[config.mk]
export PLATFORM = sky130hd
export DESIGN_NAME = bus_timer_peripheral_flat
export DESIGN_NICKNAME = d
export VERILOG_FILES = /design/src/rtl/bus_timer_peripheral_if.sv /design/src/rtl/bus_timer_peripheral.sv /design/src/flat_wrapper.sv
export SDC_FILE = /design/constraint.sdc
export NUM_CORES = 1
export LEC_CHECK = 0
export CORE_MARGIN = 2
export CORE_UTILIZATION = 35
export CTS_BUF_LIST = sky130_fd_sc_hd__clkbuf_16
export DETAILED_ROUTE_END_ITERATION = 8
export MAX_ROUTING_LAYER = met4
export SLEW_MARGIN = 20
export SYNTH_ARGS = -nofsm -noshare
export SYNTH_HDL_FRONTEND = slang
export SYNTH_SLANG_ARGS = --single-unit
[constraint.sdc]
create_clock -name CLK -period 5.1 [get_ports CLK]
set_clock_uncertainty 0.2 [all_clocks]
set_input_delay 1.02 -clock CLK [delete_from_list [all_inputs] [get_ports CLK]]
set_output_delay 1.02 -clock CLK [all_outputs]
set_load 0.02 [all_outputs]
[src/rtl/bus_timer_peripheral_if.sv]
// Peripheral bus bundle between the processor and the timer.
// Carries address/data/write strobe, read-data return and the IRQ pair.
interface bus_timer_peripheral_if;
  logic [7:0] BUS_ADDR;
  logic [7:0] BUS_DATA_IN;
  logic       BUS_WE;
  logic [7:0] BUS_DATA_OUT;
  logic       BUS_DATA_OUT_EN;
  logic       BUS_INTERRUPT_RAISE;
  logic       BUS_INTERRUPT_ACK;

  modport master (
    output BUS_ADDR,
    output BUS_DATA_IN,
    output BUS_WE,
    output BUS_INTERRUPT_ACK,
    input  BUS_DATA_OUT,
    input  BUS_DATA_OUT_EN,
    input  BUS_INTERRUPT_RAISE
  );

  modport slave (
    input  BUS_ADDR,
    input  BUS_DATA_IN,
    input  BUS_WE,
    input  BUS_INTERRUPT_ACK,
    output BUS_DATA_OUT,
    output BUS_DATA_OUT_EN,
    output BUS_INTERRUPT_RAISE
  );
endinterface

[src/rtl/bus_timer_peripheral.sv]
// Memory-mapped tick timer with interval IRQ and a tear-free
// 16-bit count snapshot (low byte read latches the high byte).
module bus_timer_peripheral #(
  parameter logic [7:0]  BASE_ADDR        = 8'hF0,
  parameter int          CLK_FREQ_HZ      = 100000000,
  parameter int          TICK_HZ          = 1000,
  parameter logic [15:0] DEFAULT_INTERVAL = 16'd100
) (
  input  logic CLK,
  input  logic RESET,
  bus_timer_peripheral_if.slave bus
);
  localparam int PreTerm = CLK_FREQ_HZ / TICK_HZ - 1;
  localparam int PW = (PreTerm > 0) ? $clog2(PreTerm + 1) : 1;
  localparam logic [PW-1:0] PreMax = PW'(PreTerm);

  logic          en_q, en_d;
  logic          irqen_q, irqen_d;
  logic          pend_q, pend_d;
  logic [15:0]   int_q, int_d;
  logic [15:0]   cnt_q, cnt_d;
  logic [PW-1:0] pre_q, pre_d;
  logic [7:0]    shd_q, shd_d;
  logic [7:0]    dout_q, dout_d;
  logic          oen_q, oen_d;

  logic [7:0] off;
  logic [4:0] sel;
  logic       wr, rd;
  logic       restart, tick, match;
  logic [7:0] rdata;

  always_comb begin
    off = bus.BUS_ADDR - BASE_ADDR;
    sel = {off == 8'd4, off == 8'd3, off == 8'd2,
           off == 8'd1, off == 8'd0};
    wr  = (|sel) & bus.BUS_WE;
    rd  = (|sel) & ~bus.BUS_WE;
    restart = wr & (sel[1] | sel[2] |
                    (sel[0] & bus.BUS_DATA_IN[2]));
    tick  = en_q & (pre_q == PreMax);
    // interval 0 gives 16'hFFFF here, i.e. a 65536-tick period
    match = tick & ~restart & (cnt_q == int_q - 16'd1);
  end

  always_comb begin
    rdata = 8'h00;
    unique case (1'b1)
      sel[0]: rdata = {pend_q, 5'b0, irqen_q, en_q};
      sel[1]: rdata = int_q[7:0];
      sel[2]: rdata = int_q[15:8];
      sel[3]: rdata = cnt_q[7:0];
      sel[4]: rdata = shd_q;
      default: rdata = 8'h00;
    endcase
  end

  always_comb begin
    en_d    = en_q;
    irqen_d = irqen_q;
    int_d   = int_q;
    if (wr && sel[0]) begin
      en_d    = bus.BUS_DATA_IN[0];
      irqen_d = bus.BUS_DATA_IN[1];
    end
    if (wr && sel[1]) int_d[7:0]  = bus.BUS_DATA_IN;
    if (wr && sel[2]) int_d[15:8] = bus.BUS_DATA_IN;

    pre_d = pre_q;
    cnt_d = cnt_q;
    if (restart) begin
      pre_d = '0;
      cnt_d = '0;
    end else if (tick) begin
      pre_d = '0;
      cnt_d = match ? 16'd0 : cnt_q + 16'd1;
    end else if (en_q) begin
      pre_d = pre_q + PW'(1);
    end

    pend_d = pend_q;
    if (match && irqen_q)            pend_d = 1'b1;
    else if (bus.BUS_INTERRUPT_ACK)  pend_d = 1'b0;

    shd_d  = (rd && sel[3]) ? cnt_q[15:8] : shd_q;
    oen_d  = rd;
    dout_d = rd ? rdata : 8'h00;
  end

  always_ff @(posedge CLK or negedge RESET) begin
    if (!RESET) begin
      en_q    <= 1'b1;
      irqen_q <= 1'b1;
      pend_q  <= 1'b0;
      int_q   <= DEFAULT_INTERVAL;
      cnt_q   <= '0;
      pre_q   <= '0;
      shd_q   <= '0;
      dout_q  <= '0;
      oen_q   <= 1'b0;
    end else begin
      en_q    <= en_d;
      irqen_q <= irqen_d;
      pend_q  <= pend_d;
      int_q   <= int_d;
      cnt_q   <= cnt_d;
      pre_q   <= pre_d;
      shd_q   <= shd_d;
      dout_q  <= dout_d;
      oen_q   <= oen_d;
    end
  end

  assign bus.BUS_DATA_OUT        = dout_q;
  assign bus.BUS_DATA_OUT_EN     = oen_q;
  assign bus.BUS_INTERRUPT_RAISE = pend_q;
endmodule

[src/flat_wrapper.sv]
// flat-port wrapper written by rule: the top's interface ports become plain ports
module bus_timer_peripheral_flat 
#(
  parameter logic [7:0]  BASE_ADDR        = 8'hF0,
  parameter int          CLK_FREQ_HZ      = 100000000,
  parameter int          TICK_HZ          = 1000,
  parameter logic [15:0] DEFAULT_INTERVAL = 16'd100
)
  (CLK, RESET, bus_BUS_ADDR, bus_BUS_DATA_IN, bus_BUS_WE, bus_BUS_INTERRUPT_ACK, bus_BUS_DATA_OUT, bus_BUS_DATA_OUT_EN, bus_BUS_INTERRUPT_RAISE);
  bus_timer_peripheral_if bus_i ();
  input  logic CLK;
  input  logic RESET;
  input wire logic [$bits(bus_i.BUS_ADDR)-1:0] bus_BUS_ADDR;
  input wire logic [$bits(bus_i.BUS_DATA_IN)-1:0] bus_BUS_DATA_IN;
  input wire logic [$bits(bus_i.BUS_WE)-1:0] bus_BUS_WE;
  input wire logic [$bits(bus_i.BUS_INTERRUPT_ACK)-1:0] bus_BUS_INTERRUPT_ACK;
  output wire logic [$bits(bus_i.BUS_DATA_OUT)-1:0] bus_BUS_DATA_OUT;
  output wire logic [$bits(bus_i.BUS_DATA_OUT_EN)-1:0] bus_BUS_DATA_OUT_EN;
  output wire logic [$bits(bus_i.BUS_INTERRUPT_RAISE)-1:0] bus_BUS_INTERRUPT_RAISE;
  assign bus_i.BUS_ADDR = bus_BUS_ADDR;
  assign bus_i.BUS_DATA_IN = bus_BUS_DATA_IN;
  assign bus_i.BUS_WE = bus_BUS_WE;
  assign bus_i.BUS_INTERRUPT_ACK = bus_BUS_INTERRUPT_ACK;
  assign bus_BUS_DATA_OUT = bus_i.BUS_DATA_OUT;
  assign bus_BUS_DATA_OUT_EN = bus_i.BUS_DATA_OUT_EN;
  assign bus_BUS_INTERRUPT_RAISE = bus_i.BUS_INTERRUPT_RAISE;
  bus_timer_peripheral #(.BASE_ADDR(BASE_ADDR), .CLK_FREQ_HZ(CLK_FREQ_HZ), .TICK_HZ(TICK_HZ), .DEFAULT_INTERVAL(DEFAULT_INTERVAL)) u_core (.CLK(CLK), .RESET(RESET), .bus(bus_i));
endmodule
After elaboration in Yosys (flattened, before gate mapping):

Cells that the tools add are included.

* flip-flop bits (word level): 69
* input bits: 20
* output and inout bits: 10

* add/sub/neg operators: 4
* equal/unequal tests: 6
* multiplexer cells: 10
* bitwise gates (word level): 11
* reductions and logical operators: 10

Operator list (count)
* $mux 17: 3
* $mux 16: 3
* $pmux 8 s5: 1
* $add 17x1->17 const B: 1
* $eq 17x17->1 const B: 1
* $add 16x1->16 const B: 1
* $eq 16x16->1: 1
* $eq 8x2->1 const B: 2
* $sub 16x1->16 const B: 1
* $eq 8x1->1 const B: 1
* $eq 8x3->1 const B: 1
* $logic_not 8->1: 1
* $mux 8: 1
* $sub 8x8->8 const B: 1
* $and 1x1->1: 7
* $logic_and 1x1->1: 5
* $reduce_or 5->1: 1
* $reduce_bool 2->1: 2
* $reduce_bool 3->1: 1
* $mux 1: 2
* $not 1->1: 2
* $or 1x1->1: 2

Longest topological paths before layout:

* depth in word-level cells: 11
* mapped depth: 10

Least setup slack after synthesis:

No wires, ideal clock.

* path kind: input-to-reg
* from: input bus_BUS_ADDR[7]
* to: register u_core.cnt_q[7]
* library setup time: 0.142 ns
* arrival: 2.644 ns
* slack: 2.114 ns
* stages on the path: 9
* path buffers: 2
* cells stage by stage: nand4_1 -> or2_2 -> clkbuf_1 -> nor3b_1 -> o211ai_1 -> nor2b_1 -> clkbuf_1 -> o2111ai_1 -> o221ai_1

* longest elaborated chain between the ends: 11
* elaborated cells between the ends (all ways): 19

Ends and longest elaborated chain
* from (decl): RTL line flat_wrapper.sv:13 `input wire logic [$bits(bus_i.BUS_ADDR)-1:0] bus_BUS_ADDR;`
* $sub 8x8->8 *: RTL line bus_timer_peripheral.sv:34 `off = bus.BUS_ADDR - BASE_ADDR;`
* $eq 8x1->1, or another cell as far along: RTL line bus_timer_peripheral.sv:36 `off == 8'd1, off == 8'd0};`
* $reduce_or 5->1, or another cell as far along: RTL line bus_timer_peripheral.sv:37 `wr = (|sel) & bus.BUS_WE;`
* $and 1x1->1 or $or 1x1->1 (tied branches): RTL line bus_timer_peripheral.sv:37, bus_timer_peripheral.sv:39
* $and 1x1->1 *: RTL line bus_timer_peripheral.sv:39 `restart = wr & (sel[1] | sel[2] |`
* $not 1->1: RTL line bus_timer_peripheral.sv:43 `match = tick & ~restart & (cnt_q == int_q - 16'd1);`
* $and 1x1->1 (2 in a row): RTL line bus_timer_peripheral.sv:43
* $mux 16: RTL line bus_timer_peripheral.sv:76 `cnt_d = match ? 16'd0 : cnt_q + 16'd1;`
* $mux 16: RTL line bus_timer_peripheral.sv:74 `end else if (tick) begin`
* $mux 16: RTL line bus_timer_peripheral.sv:71 `if (restart) begin`
* to (signal assigned): RTL line bus_timer_peripheral.sv:106 `cnt_q <= cnt_d;`
* to (decl): RTL line bus_timer_peripheral.sv:21 `logic [15:0] cnt_q, cnt_d;`

Mark *: on every way between the ends. The rest lies on a longest branch, timed or not. The select of a mux whose other input is x is not followed.
A chain may end at the register's enable or synchronous reset.

Worst setup path in the final report:

* from: input bus_BUS_ADDR[0]
* to: register u_core.cnt_q[7]

The elaborated chain is that of the path after synthesis.

==> impl_metrics.ini <==
[run_status]
status = finished clean

[setup_path]
worstSetupPathDepth = 7
startpoint = bus_BUS_ADDR[0]
cp-endpoint = u_core.cnt_q[7]
r2r-start = u_core.int_q[9]
crit_slowest_cell = clkdlybuf4s50_1
cp_num_buf_inv = 2
reg2reg_depth = 7
path_class = primary input to flip-flop
r2r-end = u_core.cnt_q[2]
crit_arrival_ps = 3550
critPathMaxFanout = 17
rrSetupSlack_ps = 1770
crit_required_ps = 5150
cpLargestDelayFamily = buffers and inverters
critPathMaxStageDelay_ps = 750
end_kind = flip-flop
worstSetupStartpointType = primary input
critical_path.cell_chain = clkdlybuf4s50_1 > or2_2 > o211ai_1 > nor2b_1 > buf_4 > o2111ai_1 > o221ai_1

[drt]
vias = 3237
drt_iter0_drc = 276
wl_per_cell_um = 16.9
drtAntennaViolNets = 0
drc = 0
drt_first_pass_iters = 5
via_per_inst = 5.50
wl_um = 9980

[finish]
fillers = 1107
final_nets = 464
syn2layout_area_growth_pct = 16.0
finalNonFillerCells = 589
drive_gt1_share_pct = 15.7
insertedDiodeCount = 0

[yosys]
post_synth_inst_count = 422
synthFlopType = dfrtp_1
synthTopCellsByArea = dfrtp_1 39%, mux2_2 8.0%, xnor2_1 5.3%, nor2_1 4.8%, nand2_1 3.7%
synth_area_mm2 = 0.00411
synth_fa_ha_area_share_pct = 0.914
yosys_warnings = 0
synthArstFlopShare_pct = 100
synth_top_family_by_area = simple AND/OR/NAND/NOR gates
yosysSeqAreaShare_pct = 42.2
synth_edf_count = 0
yosysTopAreaCellShare_pct = 39.0
synth_top_area_cell = dfrtp_1
synth_compound_area_share_pct = 10.5
synth_xor_area_share_pct = 8.32
yosys.cell_types.count = 56
muxShareOfSynthArea_pct = 9.84
synth_common_cells = 64 x dfrtp_1, 53 x nor2_1, 41 x nand2_1, 29 x mux2_2, 25 x xnor2_1
yosys_register_bits = 69
syn_nets = 445
yosys.area_share.simple_pct = 23.9
synth_most_common_cell = dfrtp_1
syn_avg_cell_area_um2 = 9.73

[timing]
fin_crit_ps = 3500
rsz0062_at_grt = false
maxSlewViolCount = 0
clock.fmax_ghz = 0.286
relSlewSlack_pct = 33.1
fin_setup_tns_ps = 0
tightest_slew_ps = 995
hold_viol = 0
setup_violations = 0
min_period_over_period_pct = 68.7

[clock_network]
post-cts-setup-buffers = 0
numCtsBuffers = 9
clkTransAtPathRegs_ps = 60
clock_latency_ps = 340
cts_buffer_depth = 2
cts.sinks = 69
htree_num_levels = 3
cts_hold_buf = 0
cts_tree = built
cts_root_buffer = clkbuf_16
ctsResizeCount = 0

[placed_design]
hpwl_um = 7190
port_buffers = 29
globalplace.congestion = 0.929
dp.cells = 573

[floorplanning]
rows = 39
die_y_um = 112
start_util_pct = 36.0
die_x_um = 112
die-area_mm2 = 0.0126
fp.coreArea_mm2 = 0.0114
num_io_pins = 30

[grt]
antenna_found_initial = 0
grt_pass1_wl_um = 16700
grt_pass1_vias = 3266
gr-total-overflow = 0
grtUsageTotal_pct = 17.3
grt_max_degree = 54

[power]
vdd_drop_max_mv = 0.160
power_density_mw_per_mm2 = 303
power_leakage_uw = 0.00207

[job]
maxCapViolations = 0

[worst_hold_path]
hold_class = flip-flop to flip-flop
[cells in the final DEF, fill, tap and decap left out, drive strengths merged, types with 12 or more instances in the layout]
master and count:
clkdlybuf4s50 28, dfrtp 64, inv 12, mux2 29
nand2 41, nand3 17, nor2 53, o221ai 12
xnor2 25, xor2 14
[logic make-up (layout without fill, tap and decap cells)]
logic type,count (synthesis),in the layout
compound gates,59,59
xor+xnor,39,39
fa+ha+maj,3,3
buf+inv,33,57
flops,69,69
mux,33,33
simple gates,186,186
[cell type report]
cell class	instances	area [um2]	area share, %
Multi-Input combinational cell	320	2190	46.0
Sequential cell	69	1730	36.4
Timing Repair Buffer	31	300	6.30
Clock buffer	9	225	4.73
Tap cell	143	179	3.76
Clock inverter	7	96.3	2.02
Inverter	10	37.5	0.788
[flip-flops by register name, summed over array words and instances (netlist names)]
name	cells
u_core.pre_q	17
u_core.int_q	16
u_core.bus.BUS_DATA_OUT_EN	1
u_core.cnt_q	16
u_core.irqen_q	1
u_core.en_q	1
u_core.shd_q	8
u_core.bus.BUS_DATA_OUT	8
u_core.bus.BUS_INTERRUPT_RAISE	1
[routing by layer]
metal | track usage [%] | part of all wire (%) | wire length (um)
met1 | 21.9 | 45 | 4470
met2 | 28.0 | 49 | 4840
met3 | 2.75 | 4.7 | 465
met4 | 6.99 | 2.1 | 206
met5 | - | 0 | 0
[worst reg2reg max path, delay by kind of cell (launching register included)]
family | cells | cell delay (ps)
DFF | 1 | 460
AOI/OAI and AO/OA | 2 | 620
and+or+nand+nor | 4 | 1680
xor gates and xnor gates | 1 | 230
[worst min path at each step]
| stage | startpoint | end | cells past startpoint |
|---|---|---|---|
| after CTS | u_core.shd_q[2] | u_core.shd_q[2] | 1 |
| after global routing | u_core.shd_q[2] | u_core.shd_q[2] | 1 |
| final | u_core.shd_q[2] | u_core.shd_q[2] | 1 |
| after detailed placement | u_core.shd_q[2] | u_core.shd_q[2] | 1 |
| after global placement | u_core.shd_q[2] | u_core.shd_q[2] | 1 |
| after floorplan | u_core.shd_q[0] | u_core.shd_q[0] | 1 |
[through the flow]
| step | hold slack [ps] | total power, uW | util [%] | instance area [um2] | worst slack (ps) |
|---|---|---|---|---|---|
| after floorplan | 280 | 710 | - | 4110 | 2110 |
| after global placement | 296 | 758 | 38.9 | 4440 | 1350 |
| after detailed placement | 300 | 763 | 38.9 | 4440 | 1250 |
| after CTS | 313 | 1450 | 41.7 | 4760 | 1630 |
| after global routing | 344 | 1500 | 41.7 | 4760 | 1360 |
| final | 311 | 1440 | 41.7 | 4760 | 1600 |
[where the power goes]
group / leakage, uW / switching, uW / total (uW) / internal [uW]
clock network: 0.000160 / 257 / 688 / 431
registers: 0.000941 / 23.9 / 589 / 565
logic: 0.000966 / 88.1 / 165 / 77.4
total: 0.00207 / 369 / 1440 / 1070
No activity file was read; power rests on OpenSTA's default activity.
